--- src/rtl/fp_mul_arb_if.sv ---
// fp_mul_arb_if: requester, fp_mul and response signals of the shared multiplier arbiter
interface fp_mul_arb_if #(
   parameter int N   = 4,
   parameter int IDW = 2
);
   logic [N-1:0]    req_valid;
   logic [N-1:0]    req_ready;
   logic [N*32-1:0] req_a;
   logic [N*32-1:0] req_b;
   logic [N*3-1:0]  req_rm;
   logic [31:0]     mul_in1;
   logic [31:0]     mul_in2;
   logic [2:0]      mul_round_m;
   logic            mul_act;
   logic [31:0]     mul_out;
   logic            mul_ov;
   logic            mul_un;
   logic            mul_inv;
   logic            mul_inexact;
   logic            resp_valid;
   logic            resp_ready;
   logic [IDW-1:0]  resp_id;
   logic [31:0]     resp_data;
   logic [3:0]      resp_flags;
   logic            busy;
   modport master (
      input  req_valid, req_a, req_b, req_rm, mul_out, mul_ov, mul_un, mul_inv, mul_inexact, resp_ready,
      output req_ready, mul_in1, mul_in2, mul_round_m, mul_act, resp_valid, resp_id, resp_data, resp_flags, busy
   );
   modport slave (
      output req_valid, req_a, req_b, req_rm, mul_out, mul_ov, mul_un, mul_inv, mul_inexact, resp_ready,
      input  req_ready, mul_in1, mul_in2, mul_round_m, mul_act, resp_valid, resp_id, resp_data, resp_flags, busy
   );
endinterface

--- src/rtl/fp_mul_arb.sv ---
// fp_mul_arb: round-robin sharing of one fixed-latency fp_mul among N requesters;
// results return in issue order through a credit-protected FIFO.
module fp_mul_arb #(
   parameter int N     = 4,
   parameter int IDW   = 2,
   parameter int LAT   = 2,
   parameter int DEPTH = 4
) (
   input logic          clk,
   input logic          rst,
   fp_mul_arb_if.master bus
);
   localparam int PW = DEPTH > 1 ? $clog2(DEPTH) : 1;
   localparam int CW = $clog2(DEPTH + 1);
   logic [IDW-1:0]  rr_ptr;
   logic [IDW-1:0]  grant_idx;
   logic [IDW-1:0]  next_ptr;
   logic [IDW:0]    sum;
   logic [2*N-1:0]  dbl;
   logic            found;
   logic            issue_ok;
   logic            accept;
   logic            push;
   logic            pop;
   logic [31:0]     a_sel;
   logic [31:0]     b_sel;
   logic [2:0]      rm_sel;
   // stage 0 is aligned with mul_in*, stage LAT with mul_out
   logic [LAT:0]    tag_valid;
   logic [IDW-1:0]  tag_id [LAT+1];
   logic [CW-1:0]   count;
   logic [PW-1:0]   wr_ptr;
   logic [PW-1:0]   rd_ptr;
   logic [IDW+35:0] mem [DEPTH];
   int              outstanding;
   assign outstanding = $countones(tag_valid) + int'(count);
   assign issue_ok = rst && outstanding < DEPTH;
   assign dbl = {bus.req_valid, bus.req_valid} >> rr_ptr;
   always_comb begin
      found = 1'b0;
      sum = '0;
      for (int j = N - 1; j >= 0; j--)
         if (dbl[j]) begin
            found = 1'b1;
            sum = {1'b0, rr_ptr} + (IDW+1)'(j);
         end
      grant_idx = sum >= (IDW+1)'(N) ? IDW'(sum - (IDW+1)'(N)) : IDW'(sum);
      next_ptr = grant_idx == IDW'(N - 1) ? '0 : grant_idx + 1'b1;
      a_sel = '0;
      b_sel = '0;
      rm_sel = '0;
      for (int i = 0; i < N; i++)
         if (grant_idx == IDW'(i)) begin
            a_sel = bus.req_a[32*i +: 32];
            b_sel = bus.req_b[32*i +: 32];
            rm_sel = bus.req_rm[3*i +: 3];
         end
   end
   assign bus.req_ready = issue_ok && found ? N'(1) << grant_idx : '0;
   assign accept = |(bus.req_valid & bus.req_ready);
   assign push = tag_valid[LAT];
   assign pop = bus.resp_valid && bus.resp_ready;
   assign bus.resp_valid = count != '0;
   assign {bus.resp_id, bus.resp_flags, bus.resp_data} = bus.resp_valid ? mem[rd_ptr] : '0;
   assign bus.busy = |tag_valid || count != '0;
   always_ff @(posedge clk or negedge rst)
      if (!rst) begin
         rr_ptr <= '0;
         tag_valid <= '0;
         count <= '0;
         wr_ptr <= '0;
         rd_ptr <= '0;
         bus.mul_in1 <= '0;
         bus.mul_in2 <= '0;
         bus.mul_round_m <= '0;
         bus.mul_act <= 1'b0;
      end else begin
         tag_valid <= {tag_valid[LAT-1:0], accept};
         bus.mul_act <= accept;
         if (accept) begin
            rr_ptr <= next_ptr;
            bus.mul_in1 <= a_sel;
            bus.mul_in2 <= b_sel;
            bus.mul_round_m <= rm_sel;
         end
         if (push)
            wr_ptr <= wr_ptr == PW'(DEPTH - 1) ? '0 : wr_ptr + 1'b1;
         if (pop)
            rd_ptr <= rd_ptr == PW'(DEPTH - 1) ? '0 : rd_ptr + 1'b1;
         count <= count + CW'(push) - CW'(pop);
         assert (!(push && !pop && count == CW'(DEPTH)));
      end
   // payload path carries no reset; validity lives in tag_valid and count
   always_ff @(posedge clk) begin
      tag_id[0] <= grant_idx;
      for (int i = 1; i <= LAT; i++)
         tag_id[i] <= tag_id[i-1];
      if (push)
         mem[wr_ptr] <= {tag_id[LAT], bus.mul_inv, bus.mul_ov, bus.mul_un, bus.mul_inexact, bus.mul_out};
   end
endmodule

--- src/flat_wrapper.sv ---
// flat-port wrapper written by rule: the top's interface ports become plain ports
module fp_mul_arb_flat 
#(
   parameter int N     = 4,
   parameter int IDW   = 2,
   parameter int LAT   = 2,
   parameter int DEPTH = 4
)
  (clk, rst, bus_req_valid, bus_req_a, bus_req_b, bus_req_rm, bus_mul_out, bus_mul_ov, bus_mul_un, bus_mul_inv, bus_mul_inexact, bus_resp_ready, bus_req_ready, bus_mul_in1, bus_mul_in2, bus_mul_round_m, bus_mul_act, bus_resp_valid, bus_resp_id, bus_resp_data, bus_resp_flags, bus_busy);
  fp_mul_arb_if #(.N(N), .IDW(IDW)) bus_i ();
  input logic clk;
  input logic rst;
  input wire logic [$bits(bus_i.req_valid)-1:0] bus_req_valid;
  input wire logic [$bits(bus_i.req_a)-1:0] bus_req_a;
  input wire logic [$bits(bus_i.req_b)-1:0] bus_req_b;
  input wire logic [$bits(bus_i.req_rm)-1:0] bus_req_rm;
  input wire logic [$bits(bus_i.mul_out)-1:0] bus_mul_out;
  input wire logic [$bits(bus_i.mul_ov)-1:0] bus_mul_ov;
  input wire logic [$bits(bus_i.mul_un)-1:0] bus_mul_un;
  input wire logic [$bits(bus_i.mul_inv)-1:0] bus_mul_inv;
  input wire logic [$bits(bus_i.mul_inexact)-1:0] bus_mul_inexact;
  input wire logic [$bits(bus_i.resp_ready)-1:0] bus_resp_ready;
  output wire logic [$bits(bus_i.req_ready)-1:0] bus_req_ready;
  output wire logic [$bits(bus_i.mul_in1)-1:0] bus_mul_in1;
  output wire logic [$bits(bus_i.mul_in2)-1:0] bus_mul_in2;
  output wire logic [$bits(bus_i.mul_round_m)-1:0] bus_mul_round_m;
  output wire logic [$bits(bus_i.mul_act)-1:0] bus_mul_act;
  output wire logic [$bits(bus_i.resp_valid)-1:0] bus_resp_valid;
  output wire logic [$bits(bus_i.resp_id)-1:0] bus_resp_id;
  output wire logic [$bits(bus_i.resp_data)-1:0] bus_resp_data;
  output wire logic [$bits(bus_i.resp_flags)-1:0] bus_resp_flags;
  output wire logic [$bits(bus_i.busy)-1:0] bus_busy;
  assign bus_i.req_valid = bus_req_valid;
  assign bus_i.req_a = bus_req_a;
  assign bus_i.req_b = bus_req_b;
  assign bus_i.req_rm = bus_req_rm;
  assign bus_i.mul_out = bus_mul_out;
  assign bus_i.mul_ov = bus_mul_ov;
  assign bus_i.mul_un = bus_mul_un;
  assign bus_i.mul_inv = bus_mul_inv;
  assign bus_i.mul_inexact = bus_mul_inexact;
  assign bus_i.resp_ready = bus_resp_ready;
  assign bus_req_ready = bus_i.req_ready;
  assign bus_mul_in1 = bus_i.mul_in1;
  assign bus_mul_in2 = bus_i.mul_in2;
  assign bus_mul_round_m = bus_i.mul_round_m;
  assign bus_mul_act = bus_i.mul_act;
  assign bus_resp_valid = bus_i.resp_valid;
  assign bus_resp_id = bus_i.resp_id;
  assign bus_resp_data = bus_i.resp_data;
  assign bus_resp_flags = bus_i.resp_flags;
  assign bus_busy = bus_i.busy;
  fp_mul_arb #(.N(N), .IDW(IDW), .LAT(LAT), .DEPTH(DEPTH)) u_core (.clk(clk), .rst(rst), .bus(bus_i));
endmodule
--- config.mk ---
export PLATFORM = sky130hd
export DESIGN_NAME = fp_mul_arb_flat
export DESIGN_NICKNAME = d
export VERILOG_FILES = /design/src/rtl/fp_mul_arb_if.sv /design/src/rtl/fp_mul_arb.sv /design/src/flat_wrapper.sv
export SDC_FILE = /design/constraint.sdc
export NUM_CORES = 1
export LEC_CHECK = 0
export BUFFER_PORTS_ARGS = -buffer_cell sky130_fd_sc_hd__buf_2
export CAP_MARGIN = 20
export CELL_PAD_IN_SITES_DETAIL_PLACEMENT = 1
export CELL_PAD_IN_SITES_GLOBAL_PLACEMENT = 2
export CORE_ASPECT_RATIO = 1.1
export CORE_UTILIZATION = 35
export DETAILED_ROUTE_END_ITERATION = 10
export GPL_ROUTABILITY_DRIVEN = 0
export HOLD_SLACK_MARGIN = 0.1
export PLACE_DENSITY = 0.86
export SLEW_MARGIN = 20
export SYNTH_ARGS = -nofsm -noshare
export SYNTH_HDL_FRONTEND = slang
export SYNTH_SLANG_ARGS = --single-unit
--- constraint.sdc ---
create_clock -name clk -period 4.5 [get_ports clk]
set_input_delay 0.45 -clock clk [delete_from_list [all_inputs] [get_ports clk]]
set_output_delay 0.45 -clock clk [all_outputs]
set_load 0.005 [all_outputs]
==> results of run 1 <==
-- timing repair --
| action | in CTS | in global routing |
|---|---|---|
| endpoints found under the setup margin | 0 | 0 |
| endpoints found under the hold margin | 30 | 0 |
| hold buffers | 1 | 0 |
| gates resized for setup | 0 | 0 |
-- metal layers --
layer | up-vias | routed length, µm
met3 | 50 | 2890
met2 | 291 | 17700
met4 | 0 | 771
met5 | - | 0
met1 | 4174 | 12500
li1 | 3835 | -
-- power groups by stage --
| stage | sequential (mW) | combinational (mW) | clock, mW |
|---|---|---|---|
| 2_1_floorplan | 3.05 | 2.35 | 0 |
| 3_3_place_gp | 3.15 | 3.59 | 0 |
| 3_5_place_dp | 3.18 | 3.67 | 0 |
| 4_1_cts | 3.15 | 3.69 | 2.12 |
| 5_1_grt | 3.20 | 4.00 | 2.20 |
| 6_report | 3.13 | 3.60 | 2.06 |
-- area by class of cell --
cell class	count	area, µm²
clock buffers	30	674
well taps	420	526
clock inverters	16	150
flip-flops and latches	237	6660
multi-input cells	467	4180
fillers	3379	16900
repair buffers	432	2250
inverters	18	67.6
diodes	11	27.5
-- sequential cells by signal, summed over array words and instances (netlist names) --
| register | flops |
|---|---|
| u_core.bus.mul_in1 | 32 |
| u_core.mem | 152 |
| u_core.bus.mul_in2 | 32 |
| u_core.tag_id | 6 |
| u_core.count | 3 |
| u_core.bus.mul_round_m | 3 |
| u_core.tag_valid | 3 |
| u_core.rd_ptr | 2 |
| u_core.rr_ptr | 2 |
| u_core.wr_ptr | 2 |
-- metrics by stage --
stage	power [mW]	instances	setup slack, ns	hold WS (ns)
floorplan	5.40	787	1.85	0.154
global placement	6.74	1573	1.06	0.311
detailed placement	6.85	1573	0.995	0.313
CTS	8.96	1620	1.14	0.114
global route	9.41	1622	0.817	0.135
finish	8.80	1631	1.12	0.142
-- cells by family (layout without fill, tap and decap cells) --
family                   Yosys count  in the layout  share of synthesized area
AND/OR/NAND/NOR                  190            190                     0.0911
flip-flops                       237            237                      0.597
adder cells (fa/ha/maj)           16             16                     0.0186
other                              0             11                          0
XOR/XNOR                           2              2                    0.00157
multiplexers                     107            107                      0.150
buffers and inverters             83            496                     0.0331
AO/OA/AOI/OAI                    152            152                      0.109
-- cell usage in the layout, fill, tap and decap left out, types with 10 or more instances in the layout --
master and instances:
sky130_fd_sc_hd__buf_2 421, sky130_fd_sc_hd__edfxtp_1 152, sky130_fd_sc_hd__dfrtp_1 77, sky130_fd_sc_hd__nand2_1 69, sky130_fd_sc_hd__a221oi_1 69, sky130_fd_sc_hd__nor2b_1 67
sky130_fd_sc_hd__o31ai_1 67, sky130_fd_sc_hd__mux2_2 58, sky130_fd_sc_hd__and2_1 41, sky130_fd_sc_hd__mux4_2 38, sky130_fd_sc_hd__clkbuf_16 25, sky130_fd_sc_hd__inv_1 18
sky130_fd_sc_hd__ha_1 12, sky130_fd_sc_hd__diode_2 11, sky130_fd_sc_hd__mux2_4 10
-- path summary, 6_finish.rpt --
check	startpoint	endpoint	slack [ns]	cells past startpoint
worst min register to register	u_core.tag_id[0][0]	u_core.tag_id[0][2]	0.33	0
worst max register to register	u_core.rr_ptr[0]	u_core.bus.mul_in1[28]	1.12	10
worst min-delay path	bus_mul_out[29]	u_core.mem[0][29]	0.14	1
max in group asynchronous	rst	u_core.bus.mul_in1[18]	3.04	3
worst max-delay path	u_core.rr_ptr[0]	u_core.bus.mul_in1[28]	1.12	10
min in group asynchronous	rst	u_core.bus.mul_in2[2]	0.41	2
-- critical path, cell delays in order, from the launching register on --
cell                       delay, ns
sky130_fd_sc_hd__dfrtp_1        0.37
sky130_fd_sc_hd__inv_1          0.09
sky130_fd_sc_hd__a221oi_1       0.31
sky130_fd_sc_hd__o22a_1         0.33
sky130_fd_sc_hd__inv_1          0.13
sky130_fd_sc_hd__ha_1           0.23
sky130_fd_sc_hd__a222oi_1       0.47
sky130_fd_sc_hd__o21ai_1        0.20
sky130_fd_sc_hd__nand2_4        0.37
sky130_fd_sc_hd__buf_12         0.31
sky130_fd_sc_hd__mux2_2         0.38
==> flow_summary.yaml, run 1 <==
status:
  outcome: "complete, no violations"
synth:
  synth_cell_type_count: 40
  synth_most_common_cell: "sky130_fd_sc_hd__edfxtp_1"
  postSynthRegisterBits: 237
  yosys-top-cells-count: "sky130_fd_sc_hd__edfxtp_1 (152), sky130_fd_sc_hd__dfrtp_1 (79), sky130_fd_sc_hd__a221oi_1 (69), sky130_fd_sc_hd__nand2_1 (69), sky130_fd_sc_hd__nor2b_1 (68)"
  synth_top_area_cell: "sky130_fd_sc_hd__edfxtp_1"
  number_of_enable_type_register_cells_in_the_synthesized_netlist: 152
  synthArstFlopShare: 0.333
  synth_sequential_area_ratio: 0.597
  synth.area.top_cells: "sky130_fd_sc_hd__edfxtp_1 (41%), sky130_fd_sc_hd__dfrtp_1 (18%), sky130_fd_sc_hd__mux4_2 (7.7%)"
  syn_nets: 1114
  synthFlopType: "sky130_fd_sc_hd__edfxtp_1"
  netlist_area_before_placement_um2: 11200
  postSynthAreaPerCell_um2: 14.2
  yosysWarnings: 0
  synthesis.instances: 787
  synth_top_area_frac: 0.409
global_route:
  gr-usage-met3: 0.0625
  grt_util_all_layers: 0.207
  antenna_found_initial: 8
  first_global_vias: 9079
  top_usage_layer_grt: "met2"
  grt.overflow.total: 0
  grt_pass1_wl_um: 51200
  groute.layer.met1.usage: 0.230
  maximum_number_of_pins_on_one_net_before_global_route_repair: 136
  gr-usage-met2: 0.374
timing:
  finalCriticalPeriod_ns: 3.38
  finalCritPeriodShare: 0.752
  maxClockFrequency_mhz: 296
  worst_slew_margin: 0.291
  final_hold_viol_count: 0
  clock-skew-final_ns: 0.0148
  rsz_0062_raised_after_global_routing: "no"
  timing_worst_slew_pin_value_ns: 1.06
  number_of_max_slew_violations_in_the_final_report: 0
  setup_total_negative_slack_ns: 0
  count_of_endpoints_failing_setup_in_the_final_report: 0
routing:
  detail_route.wirelength_um: 33800
  drt-pass1-iter-count: 5
  initialDrtViolationCount: 399
  detail_route.drc_violations: 0
  route.detailed.vias_per_inst: 5.12
  wire_per_inst_um: 20.7
  detail-route-antenna-nets: 0
  vias: 8350
layout:
  area_growth_syn_to_layout_pct: 30.2
  post_route_cells_drive_above_1_share: 0.493
  post-route-cell-area_um2: 14500
  post-route-util: 0.463
  layout.nets: 1508
job:
  drv.max_cap_violation_count: 0
die:
  floorplan.core_area_um2: 31400
  floorplan.initialDensity: 0.356
  dieHeight_um: 189
  fp.dieArea_um2: 32600
  top_level_ports: 423
  row_count: 68
  die_width_um: 172
pwr:
  seq_power_share: 0.356
  power_frac_comb: 0.410
  swShare: 0.337
  net-switching-power_mw: 2.97
  clock_power_share: 0.234
  internal_power_mw: 5.83
  worst_voltage_drop_across_the_vdd_grid_v: 0.000419
  power.static_leakage_nw: 6.06
  powerDensity_nw_per_um2: 605
setup_path:
  worstPathMaxFanout: 44
  crit_start_category: "flop"
  worst_ep_required_time_ns: 4.91
  cp_data_arrival_time_ns: 3.79
  path_class: "reg -> reg"
  crit_path_end_kind: "flop"
placed_design:
  io_buffers: 422
  dp_hpwl_um: 24500
  place_area_um2: 13700
cts:
  clk_pin_slew_worst_paths_ns: 0.06
  cts-root-buf: "sky130_fd_sc_hd__clkbuf_16"
  number_of_buffers_created_by_cts: 25
  cts_buffer_depth: 3
  cts_tree: "done"
  cts.sink_count: 237
  cts_setup_buffers: 0
  cts_htree_levels: 1
  clkLatencyLatePin_ns: 0.52
min_path:
  hold_path_class: "in -> reg"
(Power assumes the default switching activity.)
==> run 2: changes to the inputs <==
ABC_AREA = 1   (was not set)
CORE_UTILIZATION = 28   (was 35)
PLACE_DENSITY = 0.78   (was 0.86)
clock period = 3.17 ns   (was 4.5 ns; I/O delays follow)
==> flow_summary.yaml, run 2 <==
status:
  outcome: "complete, no violations"
synth:
  synthesis.instances: 1335
  postSynthRegisterBits: 237
  number_of_enable_type_register_cells_in_the_synthesized_netlist: 152
  yosys-top-cells-count: "sky130_fd_sc_hd__nand2_1 (301), sky130_fd_sc_hd__o21ai_0 (284), sky130_fd_sc_hd__nor2_1 (160), sky130_fd_sc_hd__edfxtp_1 (152), sky130_fd_sc_hd__a21oi_1 (107)"
  synth_top_area_frac: 0.392
  syn_nets: 1662
  yosysWarnings: 0
  synth_top_area_cell: "sky130_fd_sc_hd__edfxtp_1"
  synth_most_common_cell: "sky130_fd_sc_hd__nand2_1"
  synthFlopType: "sky130_fd_sc_hd__edfxtp_1"
  synth_sequential_area_ratio: 0.572
  synth_cell_type_count: 27
  netlist_area_before_placement_um2: 11600
  synthArstFlopShare: 0.333
  synth.area.top_cells: "sky130_fd_sc_hd__edfxtp_1 (39%), sky130_fd_sc_hd__dfrtp_1 (17%), sky130_fd_sc_hd__o21ai_0 (12%)"
  postSynthAreaPerCell_um2: 8.73
global_route:
  maximum_number_of_pins_on_one_net_before_global_route_repair: 79
  first_global_vias: 12066
  grt_util_all_layers: 0.208
  grt_pass1_wl_um: 68500
  antenna_found_initial: 27
  grt.overflow.total: 0
setup_path:
  path_cells: "inv_2 -> nand2_1 -> nand3_1 -> nand2_1 -> inv_1 -> nand2_1 -> nand2_1 -> nand2_2 -> inv_1 -> ha_2 -> buf_12 -> inv_1 -> nor2_1 -> buf_2"
  crit_start_category: "flop"
  r2r.worst_path.cells: 15
  cp_data_arrival_time_ns: 2.72
  timing.critical_path.slowest_cell_delay_ns: 0.46
  cp_max_delay_cell: "sky130_fd_sc_hd__dfrtp_2"
  reg2reg_to: "u_core.bus.mul_round_m[1]"
  path_class: "reg -> out"
  worst_ep_required_time_ns: 2.85
  cp_common_cell: "sky130_fd_sc_hd__nand2_1"
  reg2reg_from: "u_core.rr_ptr[0]"
  worstPathMaxFanout: 26
  r2r_setup_slack_ns: 0.24
  crit_path_end_kind: "primary output"
timing:
  timing_worst_slew_pin_value_ns: 1.02
  number_of_max_slew_violations_in_the_final_report: 0
  worst_slew_margin: 0.318
  count_of_endpoints_failing_setup_in_the_final_report: 0
  final_hold_viol_count: 0
  finalCriticalPeriod_ns: 3.04
  setup_total_negative_slack_ns: 0
  finalCritPeriodShare: 0.959
  clock-skew-final_ns: 0.0149
  rsz_0062_raised_after_global_routing: "yes"
  maxClockFrequency_mhz: 329
die:
  floorplan.core_area_um2: 41100
  row_count: 78
  dieHeight_um: 216
  die_width_um: 196
  fp.dieArea_um2: 42400
  top_level_ports: 423
  floorplan.initialDensity: 0.284
routing:
  drt-pass1-iter-count: 5
  route.detailed.vias_per_inst: 4.74
  detail-route-antenna-nets: 0
  route.met3.wl_um: 3170
  vias: 11240
  dr_wl_met2_um: 22800
  initialDrtViolationCount: 476
  detail_route.wirelength_um: 45300
  top_layer_used: "met5"
  wire_per_inst_um: 19.1
  detail_route.drc_violations: 0
  detail_route.wirelength.met1_um: 18200
cts:
  cts_buffer_depth: 3
  cts_htree_levels: 1
  cts_setup_buffers: 0
  cts-root-buf: "sky130_fd_sc_hd__clkbuf_16"
  clkLatencyLatePin_ns: 0.54
  clk_pin_slew_worst_paths_ns: 0.07
  cts.sink_count: 237
  number_of_buffers_created_by_cts: 27
  cts_tree: "done"
layout:
  post_route_cells_drive_above_1_share: 0.291
  number_of_flip_flops_in_the_largest_register: 152
  mostFrequentLayoutCells: "sky130_fd_sc_hd__buf_2 (421), sky130_fd_sc_hd__nand2_1 (299), sky130_fd_sc_hd__o21ai_0 (284)"
  fillerInstances: 4919
  mostFrequentLayoutCell: "sky130_fd_sc_hd__buf_2"
  area_growth_syn_to_layout_pct: 37.5
  layout.nets: 2099
  post-route-cell-area_um2: 16000
  registers.top_by_ff_count: "u_core.mem"
  largest_registers: "u_core.mem (152), u_core.bus.mul_in1 (32), u_core.bus.mul_in2 (32)"
pwr:
  worst_voltage_drop_across_the_vdd_grid_v: 0.000579
  powerDensity_nw_per_um2: 1100
  fin_total_pwr_mw: 17.6
  power.static_leakage_nw: 7.19
min_path:
  hold_path_class: "in -> reg"
  number_of_cells_on_the_worst_hold_path: 5
  worstHoldStart: "bus_req_b[119]"
  hold_path_end: "u_core.bus.mul_in2[23]"
placed_design:
  io_buffers: 422
  dp_hpwl_um: 30300
  place_area_um2: 14300
job:
  drv.max_cap_violation_count: 0
[run 2: cell types whose count changed after synthesis, sizes merged, moves of 38 or more]
cell	before	now
o21ai	3	284
nor2	2	161
nand3	0	76
a21oi	4	107
o31ai	67	0
nor2b	68	0
a221oi	69	0
nand2	70	304
and2	45	0
mux2	68	0
mux4	38	0
clkbuf	45	83
[run 2: cell type report]
cell class | instances | area (µm²) | share of cell area
clock buffers | 34 | 733 | 0.0458
clock inverters | 16 | 170 | 0.0106
diodes | 19 | 47.5 | 0.00297
flip-flops and latches | 237 | 6670 | 0.416
repair buffers | 514 | 3120 | 0.195
well taps | 560 | 701 | 0.0437
inverters | 32 | 128 | 0.00797
multi-input cells | 960 | 4450 | 0.278
[run 2: worst max-delay path by stage]
stage                      from                         to  slack, ns  cells past startpoint
2_1_floorplan  u_core.rr_ptr[0]      u_core.bus.mul_in1[0]       0.37                     18
4_1_cts        u_core.rr_ptr[0]           bus_req_ready[3]       0.02                     12
5_1_grt        u_core.rr_ptr[0]           bus_req_ready[3]      -0.08                     12
6_report       u_core.rr_ptr[0]           bus_req_ready[0]       0.13                     14
3_5_place_dp   u_core.rr_ptr[0]  u_core.bus.mul_round_m[1]       0.04                     14
3_3_place_gp   u_core.rr_ptr[0]  u_core.bus.mul_round_m[1]       0.09                     14
[run 2: kinds of logic (layout without fill, tap and decap cells)]
kind of cell	Yosys count	in the layout	share of synthesized area
AO/OA/AOI/OAI	394	394	0.170
flip-flops	237	237	0.572
buffers and inverters	138	596	0.0504
AND/OR/NAND/NOR	547	547	0.188
adder cells (fa/ha/maj)	16	16	0.0178
XOR/XNOR	3	3	0.00226
other	0	19	0
[run 2: where the power goes]
group | switching [mW] | internal [mW]
combinational | 6.52 | 3.66
clock | 1.33 | 1.83
sequential | 0.326 | 3.96
[run 2: critical path: cells and delay by family (launching register included)]
kind	cells	cell delay, ns
adder cells (fa/ha/maj)	1	0.30
buffers and inverters	6	0.75
flip-flops	1	0.46
AND/OR/NAND/NOR	7	0.67
[run 2: what timing repair did]
action / 4_1_cts / 5_1_grt
endpoints found under the hold margin: 183 / 0
gates resized for setup: 5 / 10
gates cloned: 1 / 2
hold buffers: 62 / 0
pin swaps: 0 / 1
endpoints found under the setup margin: 3 / 69
[run 2: through the flow]
step	worst slack [ns]	hold slack [ns]	cells	utilization
3_5_place_dp	0.0414	0.211	2238	0.348
2_1_floorplan	0.367	0.0214	1335	-
6_report	0.129	0.127	2372	0.390
3_3_place_gp	0.0885	0.207	2238	0.348
4_1_cts	0.0219	0.103	2351	0.387
5_1_grt	-0.0843	0.123	2361	0.389
[run 2: layer usage]
metal,global-route usage,up-vias
met1,0.246,5381
li1,-,5447
met3,0.0542,70
met2,0.366,328
met5,0,-
met4,0.0604,14
